[src/rtl/byte_stream_fifo_pkg.sv]
`default_nettype none
// ============================================================================
// Module  : byte_stream_fifo_pkg
// Brief   : Shared sizing constants for the register-write stage and its FIFO.
// Revision: 1.0
// ============================================================================
package byte_stream_fifo_pkg;

    localparam int FIFO_DATA_W = 8;
    localparam int FIFO_DEPTH  = 4;

    // Pointer index width for a power-of-two depth.
    function automatic int ptr_idx_w(input int depth);
        return $clog2(depth);
    endfunction

endpackage
`default_nettype wire

[src/rtl/byte_stream_fifo_ptr_ctrl.sv]
`default_nettype none
// ============================================================================
// Module  : byte_stream_fifo_ptr_ctrl
// Brief   : Wrap-bit read/write pointers, occupancy and sticky overflow flag.
// Revision: 1.0
// ============================================================================
module byte_stream_fifo_ptr_ctrl #(
    parameter int AW = 2
) (
    input  logic          clk,
    input  logic          rst_n,
    input  logic          clear,
    input  logic          in_valid,
    input  logic          out_ready,
    output logic          push,
    output logic          full,
    output logic          empty,
    output logic [AW-1:0] wr_idx,
    output logic [AW-1:0] rd_idx,
    output logic [AW:0]   count,
    output logic          overflow
);

    localparam logic [AW:0] c_ptr_one = {{AW{1'b0}}, 1'b1};

    logic [AW:0] r_wr_ptr;
    logic [AW:0] r_rd_ptr;
    logic        r_overflow;
    logic        w_pop;

    assign empty  = (r_wr_ptr == r_rd_ptr);
    assign full   = (r_wr_ptr[AW-1:0] == r_rd_ptr[AW-1:0]) && (r_wr_ptr[AW] != r_rd_ptr[AW]);
    // Clear wins over any transfer in the same cycle, including the storage write.
    assign push   = in_valid && !full && !clear;
    assign w_pop  = out_ready && !empty && !clear;

    assign wr_idx   = r_wr_ptr[AW-1:0];
    assign rd_idx   = r_rd_ptr[AW-1:0];
    assign count    = r_wr_ptr - r_rd_ptr;
    assign overflow = r_overflow;

    task automatic do_push();
        r_wr_ptr <= r_wr_ptr + c_ptr_one;
    endtask

    task automatic do_pop();
        r_rd_ptr <= r_rd_ptr + c_ptr_one;
    endtask

    always_ff @(posedge clk or negedge rst_n) begin
        if (!rst_n) begin
            r_wr_ptr   <= '0;
            r_rd_ptr   <= '0;
            r_overflow <= 1'b0;
        end else if (clear) begin
            r_wr_ptr   <= '0;
            r_rd_ptr   <= '0;
            r_overflow <= 1'b0;
        end else begin
            if (push) begin
                do_push();
            end
            if (w_pop) begin
                do_pop();
            end
            if (in_valid && full) begin
                r_overflow <= 1'b1;
            end
        end
    end

endmodule
`default_nettype wire

[src/rtl/byte_stream_fifo.sv]
`default_nettype none
// ============================================================================
// Module  : byte_stream_fifo
// Brief   : FWFT byte FIFO behind a no-backpressure producer; drops when full.
// Revision: 1.0
// ============================================================================
module byte_stream_fifo
    import byte_stream_fifo_pkg::*;
#(
    parameter int DATA_W = FIFO_DATA_W,
    parameter int DEPTH  = FIFO_DEPTH
) (
    input  logic                       clk,
    input  logic                       rst_n,
    input  logic                       clear,
    input  logic                       in_valid,
    input  logic [DATA_W-1:0]          in_data,
    output logic                       in_ready,
    output logic                       out_valid,
    output logic [DATA_W-1:0]          out_data,
    input  logic                       out_ready,
    output logic [ptr_idx_w(DEPTH):0]  count,
    output logic                       overflow
);

    localparam int AW = ptr_idx_w(DEPTH);

    logic [DATA_W-1:0] r_mem [DEPTH];
    logic              w_push;
    logic              w_full;
    logic              w_empty;
    logic [AW-1:0]     w_wr_idx;
    logic [AW-1:0]     w_rd_idx;

    byte_stream_fifo_ptr_ctrl #(
        .AW (AW)
    ) u_ptr_ctrl (
        .clk       (clk),
        .rst_n     (rst_n),
        .clear     (clear),
        .in_valid  (in_valid),
        .out_ready (out_ready),
        .push      (w_push),
        .full      (w_full),
        .empty     (w_empty),
        .wr_idx    (w_wr_idx),
        .rd_idx    (w_rd_idx),
        .count     (count),
        .overflow  (overflow)
    );

    task automatic do_store(input logic [AW-1:0] idx, input logic [DATA_W-1:0] data);
        r_mem[idx] <= data;
    endtask

    always_ff @(posedge clk or negedge rst_n) begin
        if (!rst_n) begin
            for (int i = 0; i < DEPTH; i++) begin
                r_mem[i] <= '0;
            end
        end else if (w_push) begin
            do_store(w_wr_idx, in_data);
        end
    end

    // Both flags come from registered pointers, so no input reaches them combinationally.
    assign in_ready  = !w_full;
    assign out_valid = !w_empty;
    assign out_data  = r_mem[w_rd_idx];

endmodule
`default_nettype wire

[config.mk]
export PLATFORM = sky130hd
export DESIGN_NAME = byte_stream_fifo
export DESIGN_NICKNAME = d
export VERILOG_FILES = /design/src/rtl/byte_stream_fifo_pkg.sv /design/src/rtl/byte_stream_fifo_ptr_ctrl.sv /design/src/rtl/byte_stream_fifo.sv
export SDC_FILE = /design/constraint.sdc
export NUM_CORES = 1
export LEC_CHECK = 0
export CORE_UTILIZATION = 35
export DETAILED_ROUTE_END_ITERATION = 6
export SETUP_SLACK_MARGIN = 0.02
export SYNTH_ARGS = -nofsm -noshare
export SYNTH_HDL_FRONTEND = slang
export SYNTH_SLANG_ARGS = --single-unit
[constraint.sdc]
create_clock -name clk -period 3.7 [get_ports clk]
set_input_delay 0.74 -clock clk [delete_from_list [all_inputs] [get_ports clk]]
set_output_delay 0.74 -clock clk [all_outputs]
set_load 0.02 [all_outputs]
# Word-level counts from Yosys, hierarchy flattened
# Cells that the tools add are included.
# op_classes
n_shift,0
muxes,12
n_reduce_logical,13
eq_ne,3
mul,0
add_sub_neg,3
n_bitwise,2
n_lt_le_gt_ge,3
n_div,0
# op_table
op,n
$bwmux W32,1
$mux W8,3
$bmux W8 S2,1
$demux W8 S2,1
$mux W3,4
$logic_and A1 B1 Y1,7
$add A3 B1 Y3 const B,2
$ge A3 B3 Y1 const B,2
$not A2 Y3,2
$reduce_bool A2 Y1,3
$eq A3 B3 Y1,1
$logic_not A1 Y1,3
$lt A3 B1 Y1 const B,1
$sub A3 B3 Y3,1
$eq A2 B2 Y1,1
$mux W1,2
$ne A1 B1 Y1,1
# word_totals
reg_bits,39
memories,0
romBits,0
elab_cells,43
mem_bits_rw,0
latch_bits,0
out_inout_bits,14

# Depth between registers and ports, before layout
# depth
depth_word,7
ltp_mapped,7

# Hierarchy
# A second synthesis with hierarchy kept.
# hier_totals
hier_cells,145
area_unflattened_um2,1998.2
# modules_own_cells
mod,seq_area_each_um2,instances,cells_each,area_per_inst_um2
byte_stream_fifo,800.8,1,80,1408.9
byte_stream_fifo_ptr_ctrl,175.2,1,65,589.3

# Least setup slack after synthesis
# OpenSTA, ideal clock, no wires.
# synth_path
path_type,register -> output
from,reg u_ptr_ctrl.r_rd_ptr[1]
to,out in_ready
required_time_ps,2960
slack_ps,1373
t_arrival_ps,1587
path_stages_with_launch,7
path_cell_list,dfrtp_1 -> clkbuf_1 -> inv_1 -> ha_1 -> and2_1 -> buf_2 -> nand2_1
# synth_between
elab_chain_cells,3
# synth_lines
item,line,text
start: declaration,byte_stream_fifo_ptr_ctrl.sv:27,logic [AW:0] r_rd_ptr;
start signal: assignment,byte_stream_fifo_ptr_ctrl.sv:53,r_rd_ptr <= '0;
start signal: assignment,byte_stream_fifo_ptr_ctrl.sv:57,r_rd_ptr <= '0;
$eq A2 B2 Y1,byte_stream_fifo_ptr_ctrl.sv:32,assign full = (r_wr_ptr[AW-1:0] == r_rd_ptr[AW-1:0]) && (r_wr_ptr[AW] != r_rd_ptr[AW]);
$logic_and A1 B1 Y1,byte_stream_fifo_ptr_ctrl.sv:32,
$logic_not A1 Y1,byte_stream_fifo.sv:67,assign in_ready = !w_full;
end: declaration,byte_stream_fifo.sv:18,"output logic in_ready,"
# Every way passes these cells.

# Worst setup path in the final report
# layout_path
from,reg u_ptr_ctrl.r_rd_ptr[0]
to,out in_ready
# The elaborated chain is that of the path after synthesis.

==> impl_metrics.tcl <==
set metrics [dict create \
    nNetsFinal 186 \
    gp_congestion 0.7521 \
    postSynthRegisterBits 39 \
    cts_tree "done" \
    synth_cell_type_count 22 \
    cellPowerDensity_mw_per_mm2 565.7 \
    worst_r2r_startpoint "u_ptr_ctrl.r_rd_ptr[0]" \
    drt-total-wl_um 3722 \
    post-synth-top-area-cell "sky130_fd_sc_hd__dfrtp_1" \
    report.final.hold_viol_count 0 \
    die-height_um 76.66 \
    report.final.slew_viol_count 0 \
    via_count 1170 \
    hold_end "r_mem[12]" \
    antennaDiodeCount 0 \
    yosysSeqAreaShare 0.5003 \
    setup_viol 0 \
    cts-root-to-sink-buffers 2 \
    cp_cell_sequence "ha_1, and2_1, nand2_1, clkdlybuf4s50_1" \
    timing.critical_path.slowest_cell_delay_ps 770 \
    power.leakage_nw 0.9946 \
    drv.max_cap_violation_count 0 \
    syn-mean-instance-area_um2 14.34 \
    mappedNetlistNets 157 \
    min-delay-path-class "register to register" \
    cts.repair_timing.setup_buffer_count 0 \
    worstMarginPinSlew_ps 882.1 \
    worst_setup_path_end_kind "output port" \
    antenna_violations_before_repair 0 \
    timing_worst_setup_path_type "register to output port" \
    slew-limit-headroom 0.4119 \
    timing.critical_path.from_type "register" \
    first_iter_violations 40 \
    critPathSlowestCell "sky130_fd_sc_hd__dfrtp_1" \
    worst_hold_startpoint "r_mem[12]" \
    path_delay_family "flip-flops" \
    clock-root-buffer "sky130_fd_sc_hd__clkbuf_8" \
    cp_num_cells 4 \
    syn-instance-count 136 \
    drt-pass1-iter-count 4 \
    yosys-top-cells-area "sky130_fd_sc_hd__dfrtp_1 50%, sky130_fd_sc_hd__mux2_2 21%, sky130_fd_sc_hd__mux4_2 9.2%, sky130_fd_sc_hd__ha_1 4.5%, sky130_fd_sc_hd__a21oi_2 1.3%" \
    synth.most_common_cell "sky130_fd_sc_hd__dfrtp_1" \
    critical_path.max_fanout 12 \
    synth_edf_count 0 \
    pin_count_of_the_biggest_net_entering_global_routing 40 \
    synthTopCellsByCount "39 x sky130_fd_sc_hd__dfrtp_1, 36 x sky130_fd_sc_hd__mux2_2, 8 x sky130_fd_sc_hd__mux4_2" \
    power.ir.vdd_worst_v 0.0002715 \
    insertion_delay_ps 280 \
    status "completed" \
    reg2reg_setup_slack_ps 1140 \
    min_period_over_period 0.8629 \
    area_growth_syn_to_layout_pct 21.04 \
    layout_min_cycle_time_ps 3193 \
    path_clk_slew_ps 80 \
    cts.htree.levels 2 \
    max_clock_freq_mhz 313.2 \
    cts-hold-fix-buffers 0 \
    yosysWarningCount 0 \
    drc_errors 0 \
    hold_path_depth 1 \
    row_count 26 \
    grt_setup_unrepaired "false" \
    fp.dieW_um 76.66 \
    yosysTopAreaCellShare 0.5003 \
    fp.dieArea_mm2 0.005876 \
    synthArstFlopShare 1.000 \
    post_drt_via_cell_ratio 4.958 \
    total_power_w 0.001336 \
    layout-drive-gt1-share 0.3434 \
    clock_sink_count 39 \
    worst-endpoint-arrival_ps 2450 \
    routedWlPerCell_um 15.77 \
    core_area_mm2 0.005238 \
    grt_util_all_layers 0.1462 \
    mappedNetlistArea_mm2 0.001951 \
    cts-resized-gates 0 \
    worstPathRequired_ps 2960 \
    grt_pass1_wl_um 6513 \
    first_global_vias 1304 \
    critPathBufInv 1 \
    synth_flop_cell "sky130_fd_sc_hd__dfrtp_1" \
    totalNegativeSetupSlack_ps 0 \
    drtAntennaViolNets 0 \
    ports 27 \
    initial_core_utilization 0.3724 \
    global_route.overflow_total 0 \
    fillerInstances 481 \
    buffer_ports.inserted 26 \
    timing.reg2reg.worst_path_depth 4 \
    finalClockSkew_ps 2.685 \
    cts_inserted_buffers 5 \
    dp.final_hpwl_um 2618 \
    regToRegEndpoint "r_mem[25]" \
]
-- layout by cell type, fill, tap and decap left out, types with 2 or more instances in the layout --
cell                               n
sky130_fd_sc_hd__mux2i_1           2
sky130_fd_sc_hd__mux2_2           36
sky130_fd_sc_hd__a21boi_0          2
sky130_fd_sc_hd__xnor2_1           2
sky130_fd_sc_hd__nor2_1            6
sky130_fd_sc_hd__inv_1             5
sky130_fd_sc_hd__a21oi_2           3
sky130_fd_sc_hd__clkdlybuf4s50_1  25
sky130_fd_sc_hd__mux4_2            8
sky130_fd_sc_hd__nand3b_1          3
sky130_fd_sc_hd__a21oi_1           2
sky130_fd_sc_hd__dfrtp_1          39
sky130_fd_sc_hd__clkbuf_8          5
sky130_fd_sc_hd__ha_1              7
sky130_fd_sc_hd__nand2_1           5
sky130_fd_sc_hd__nor2b_1           3
sky130_fd_sc_hd__nand2b_1          4
-- routing by layer --
metal	up-vias	track usage	part of all wire
met1	602	0.1805	0.45
li1	542	-	-
met2	24	0.2441	0.50
met3	2	0.04167	0.041
met4	0	0.05192	0.0046
met5	-	0	0
-- cell type report --
| cell class | count | area, µm² | area share |
|---|---|---|---|
| Clock inverter | 2 | 12.51 | 0.005299 |
| Inverter | 5 | 18.77 | 0.007949 |
| Sequential cell | 39 | 975.9 | 0.4134 |
| Timing Repair Buffer | 26 | 255.2 | 0.1081 |
| Clock buffer | 6 | 72.57 | 0.03074 |
| Tap cell | 70 | 87.58 | 0.03710 |
| Multi-Input combinational cell | 88 | 938.4 | 0.3975 |
-- kinds of logic after synthesis --
kind of cell	count (synthesis)	share of synthesized area
muxes	46	0.3105
AOI/OAI and AO/OA	9	0.03977
DFF	39	0.5003
and+or+nand+nor	22	0.05837
xor gates and xnor gates	3	0.01732
buffers and inverters	9	0.01860
adders and majority gates	8	0.05516
-- flip-flops by register name, indices dropped and copies added, names as in the netlist --
register             count
r_mem                   32
u_ptr_ctrl.r_wr_ptr      3
u_ptr_ctrl.overflow      1
u_ptr_ctrl.r_rd_ptr      3
-- worst max path at each step --
stage,startpoint,to,slack [ps]
3_5_place_dp,u_ptr_ctrl.r_rd_ptr[0],in_ready,780
2_1_floorplan,u_ptr_ctrl.r_rd_ptr[1],in_ready,1370
5_1_grt,u_ptr_ctrl.r_rd_ptr[0],out_valid,310
3_3_place_gp,u_ptr_ctrl.r_rd_ptr[0],out_valid,820
6_report,u_ptr_ctrl.r_rd_ptr[0],in_ready,510
4_1_cts,u_ptr_ctrl.r_rd_ptr[0],in_ready,470
-- where the power goes --
group	total [W]	leakage (nW)	internal (W)	switching [W]
registers	0.000609	0.495	0.000536	0.0000727
clock network	0.000278	0.0412	0.000132	0.000147
logic	0.000448	0.459	0.000260	0.000188
-- stage by stage --
| step | hold WS [ps] | cells | instance area, µm² | worst slack (ps) | util |
|---|---|---|---|---|---|
| 2_1_floorplan | 444.4 | 136 | 1951 | 1373 | - |
| 3_5_place_dp | 492.3 | 228 | 2276 | 784.6 | 0.4345 |
| 4_1_cts | 509.9 | 236 | 2361 | 470.1 | 0.4508 |
| 6_report | 507.1 | 236 | 2361 | 507.3 | 0.4508 |
| 5_1_grt | 523.3 | 236 | 2361 | 312.8 | 0.4508 |
| 3_3_place_gp | 484.4 | 228 | 2276 | 816.4 | 0.4345 |
(Power assumes the default switching activity.)
==> edit 1: new RTL, same flow settings <==
Change the package constant `FIFO_DATA_W` from 8 to 7.
--- a/src/rtl/byte_stream_fifo_pkg.sv
+++ b/src/rtl/byte_stream_fifo_pkg.sv
@@ -6,7 +6,7 @@
 // ============================================================================
 package byte_stream_fifo_pkg;
 
-    localparam int FIFO_DATA_W = 8;
+    localparam int FIFO_DATA_W = 7;
     localparam int FIFO_DEPTH  = 4;
 
     // Pointer index width for a power-of-two depth.
Ports: changed (resized in_data and out_data); port bits go from 27 to 25. No check against the original RTL was run, so the function may have changed too.
==> edit 1 against the original RTL <==
  * Cell area fell by 2.1%
  * Cell count fell by 3.8%
  * Utilization fell by 0.38 points
  * Sequential cell count fell by 4
  * Power rose by 28%
  * Wire length rose by 1.6%
  * Worst setup slack got worse by 0.094 ns
  * Synthesized area fell by 2.6%
==> edit 1: results (changes against the original RTL) <==
[detailed_routing]
routedLengthMet1_um=1737  ; +3.8%
dr_wl_met3_um=140  ; -7.3%
vias=1119  ; -4.4%
topRoutingLayerUsed=met4
drt_iter0_drc=37  ; -7.5%
wl_met2_um=1886  ; +0.37%
routed_wl_um=3781  ; +1.6%
dr.pass1.iters=4  ; unchanged

[global_routing]
grt_antenna_before_repair=0  ; unchanged
use_met2=0.2550  ; +0.01082
grt_pass1_vias=1196  ; -8.3%
grt_use_met1=0.1887  ; +0.008183
grt_util_all_layers=0.1511  ; +0.004914
grt_pass1_wl_um=6099  ; -6.4%
grt_max_degree=36  ; -10%
use_met3=0.04894  ; +0.007275

[synthesis]
async_flop_share=1.000  ; unchanged
yosys-top-cells-count=35 x dfrtp_1, 21 x mux2_4, 9 x mux2_2
post_synth.cell_area_avg_um2=14.85  ; +3.5%
synth_fp_nets=148  ; -5.7%
yosys-top-cells-area=dfrtp_1 46%, mux2_4 17%, mux4_2 8.3%
ys_types=31  ; +41%
synth-seq-area-share=0.4608  ; -0.03949
synth_warnings=0  ; unchanged

[cts]
root_buffer=clkbuf_8
htreeDepth=2  ; unchanged
ctsLongestPathBuffers=2  ; unchanged
post_cts_buffers=0  ; unchanged
clk_latency_ns=0.28  ; about the same
cts_made_buffers=5  ; unchanged
cts.clk_slew.worst_paths_ns=0.07
ctsResizeCount=0  ; unchanged

[worst_hold_path]
holdPathStages=1  ; unchanged
min_path_type=reg2reg

[critical_path]
arrival_ns=2.55  ; +0.10 ns
r2r_cells=4  ; unchanged
path_max_fanout=10  ; -2

[power_and_ir_drop]
p_leak_uw=0.0009957  ; +0.10%
power.internal_uw=1138  ; +23%
peakVddDrop_mv=0.4365  ; +61%

[finish]
stdcell_count=227  ; -3.8%
layout-drive-gt1-share=0.3312  ; -0.01216
diodes=0  ; unchanged
top_regs=r_mem: 28 flops, u_ptr_ctrl.r_rd_ptr: 3 flops, u_ptr_ctrl.r_wr_ptr: 3 flops
final_nets=176  ; -5.4%

[place]
place_inst=219  ; -3.9%
dpl-instance-area_um2=2208  ; -3.0%
gp_congestion=0.7649  ; +1.7%
pre_cts_slack_ns=0.7319  ; -0.05275 ns
dp_hpwl_um=2632  ; +0.53%
portBuffers=24  ; -7.7%

[run_status]
status=finished, final reports clean

[sta]
fin_skew_ns=0.004520  ; +0.001835 ns
tightestPinTransition_ns=0.6054  ; -0.2768 ns

## edit 1: changes by cell type after synthesis, moves of 3 or more
cell and delta:
mux2_4 +21, a21oi_4 +3, mux2_2 -27, a21oi_2 -3, inv_1 +3, nand2b_1 -3, dfrtp_1 -4
## edit 1: path summary, 6_finish.rpt
| kind | slack, ns | end | start |
|---|---|---|---|
| setup / recovery | 0.41 | out_valid | u_ptr_ctrl.r_rd_ptr[1] |
| hold / removal | 0.51 | r_mem[25] | r_mem[25] |
| setup reg to reg | 1.23 | r_mem[21] | u_ptr_ctrl.r_rd_ptr[0] |
| hold reg to reg | 0.51 | r_mem[25] | r_mem[25] |
| max in group asynchronous | 2.51 | r_mem[20] | rst_n |
| min in group asynchronous | 0.88 | r_mem[18] | rst_n |
## edit 1: worst max-delay path, cell delays in order (launching register included)
cell             delay (ns)
dfrtp_1                0.64
inv_1                  0.12
ha_1                   0.31
and2_1                 0.48
nand2b_1               0.15
clkdlybuf4s50_1        0.57
## edit 1: cells by family after synthesis
logic type      count (synthesis)  share of synthesized area
mux                            38                     0.3074
flops                          35                     0.4608
simple gates                   18                    0.04939
compound gates                 14                    0.07836
buf+inv                        13                    0.03423
fa+ha+maj                       8                    0.05661
xor+xnor                        2                    0.01317
## edit 1: area by class of cell
type                    instances  area [um^2]
flip-flops and latches         35        875.8
well taps                      70        87.58
clock inverters                 1        7.507
inverters                       8        30.03
clock buffers                   7        96.34
repair buffers                 26        255.2
fillers                       468         2860
multi-input cells              80        959.7
## edit 1: power groups by stage
| stage | Clock (uW) | Combinational [uW] | Sequential (uW) |
|---|---|---|---|
| after detailed placement | 0 | 781 | 639 |
| after CTS | 318 | 786 | 634 |
| final | 305 | 777 | 633 |
| after global routing | 338 | 835 | 652 |
| after floorplan | 0 | 576 | 584 |
| after global placement | 0 | 769 | 632 |
==> edit 2: new RTL, same settings <==
Made on the original files. Register the output `count`; this adds one clock of latency there. The other outputs are not delayed to match.
--- a/src/rtl/byte_stream_fifo.sv
+++ b/src/rtl/byte_stream_fifo.sv
@@ -25,6 +25,8 @@
 
     localparam int AW = ptr_idx_w(DEPTH);
 
+    logic [ptr_idx_w(DEPTH):0] count_d;
+
     logic [DATA_W-1:0] r_mem [DEPTH];
     logic              w_push;
     logic              w_full;
@@ -45,7 +47,7 @@
         .empty     (w_empty),
         .wr_idx    (w_wr_idx),
         .rd_idx    (w_rd_idx),
-        .count     (count),
+        .count     (count_d),
         .overflow  (overflow)
     );
 
@@ -68,6 +70,10 @@
     assign out_valid = !w_empty;
     assign out_data  = r_mem[w_rd_idx];
 
+    always_ff @(posedge clk) begin
+        count <= count_d;
+    end
+
 endmodule
 `default_nettype wire
 
Behaviour: not the same (a bounded check fails within 4 cycles, from zero or initial values and one cycle with rst_n low).
==> edit 2 against the original RTL <==
  * Cell area up 2.4%
  * Sequential cell count rose by 3
  * Cell count increased by 2.1%
  * Count of clock-buffer cells in the layout up 2
  * Worst setup slack worse by 0.017 ns
  * Combinational power about the same
  * Wire length is 0.86% lower
  * Highest routed layer unchanged
  * Synthesized area rose by 3.1%
  * Power is 3.5% higher
  * Critical path depth unchanged
  * Fmax down 0.54%
==> edit 2: results (changes against the original RTL) <==
[run_status]
status=finished, final reports clean

[detailed_routing]
wl_per_cell_um=15.31  ; -2.9%
routedLengthMet1_um=1733  ; +3.6%
dr_wl_met3_um=158  ; +4.6%
drt_iter0_drc=43  ; +7.5%
vias=1169  ; -0.085%

[finish]
fillCellCount=493  ; +2.5%
final_nets=189  ; +1.6%
layout-drive-gt1-share=0.3254  ; -0.01793
clock_area_frac=0.03311  ; -0.002927
clkbuf_count=8  ; +2
sh_seq_area=0.4283  ; +0.01499
multi_input_area_share=0.3880  ; -0.009459
layout.nonclk_buf_frac=0.1055  ; -0.002573

[sta]
slew_headroom=0.4275  ; +0.01556
fin_skew_ns=0.006400  ; +0.003715 ns
hold_slack_ns=0.5032  ; -0.003838 ns

[place]
gp_congestion=0.7272  ; -3.3%
dp_hpwl_um=2537  ; -3.1%
dpl-instance-area_um2=2338  ; +2.7%

[synthesis]
postSynthRegisterBits=42  ; +7.7%
synthMuxAreaShare=0.3012  ; -0.009273
synthesis.area_um2=2011  ; +3.1%
synth_fp_nets=160  ; +1.9%
yosys-top-cells-area=dfrtp_1 49%, mux2_2 20%, mux4_2 9.0%
yosys.area_share.adder=0.05352  ; -0.001648
synth-seq-area-share=0.5152  ; +0.01493
synth_xor_area_frac=0.01680  ; -0.0005173
async_flop_share=0.9286  ; -0.07143
synth-compound-area-share=0.03858  ; -0.001188

[worst_hold_path]
holdPathStages=2  ; +1
worstHoldStart=u_ptr_ctrl.overflow

[global_routing]
grt_use_met1=0.1858  ; +0.005320
use_met3=0.04353  ; +0.001863
grt_util_all_layers=0.1417  ; -0.004481
grt_pass1_wl_um=6430  ; -1.3%
grt_pass1_vias=1261  ; -3.3%

[power_and_ir_drop]
power.internal_uw=974.2  ; +4.9%
powerDensity_nw_per_um2=571.5  ; +1.0%
p_leak_uw=0.001018  ; +2.3%
peakVddDrop_mv=0.2849  ; +4.9%

[critical_path]
arrival_ns=2.47  ; +0.02 ns

[edit 2: cell types whose count changed after synthesis]
cell,before,now
dfxtp_1,0,3
[edit 2: stage by stage]
step                setup WS [ns]  total power, uW
finish                     0.4898             1382
global route               0.2886             1469
CTS                        0.4346             1404
detailed placement         0.7647             1118
global placement           0.7966             1103
floorplan                   1.373            943.8
[edit 2: logic make-up (layout without fill, tap and decap cells)]
kind of cell | Yosys count | count (layout)
mux | 46 | 46
flops | 42 | 42
simple gates | 22 | 22
compound gates | 9 | 9
buf+inv | 9 | 39
fa+ha+maj | 8 | 8
xor+xnor | 3 | 3
[edit 2: worst paths after layout]
kind	end
max reg2reg	r_mem[24]
max in group asynchronous	r_mem[8]
min reg2reg	u_ptr_ctrl.overflow
max	in_ready
min in group asynchronous	r_mem[31]
min	u_ptr_ctrl.overflow
[edit 2: critical path: cells and delay by family, from the launching register on]
kind	cells	cell delay [ns]
flops	1	0.76
buf+inv	1	0.61
simple gates	2	0.46
fa+ha+maj	1	0.35
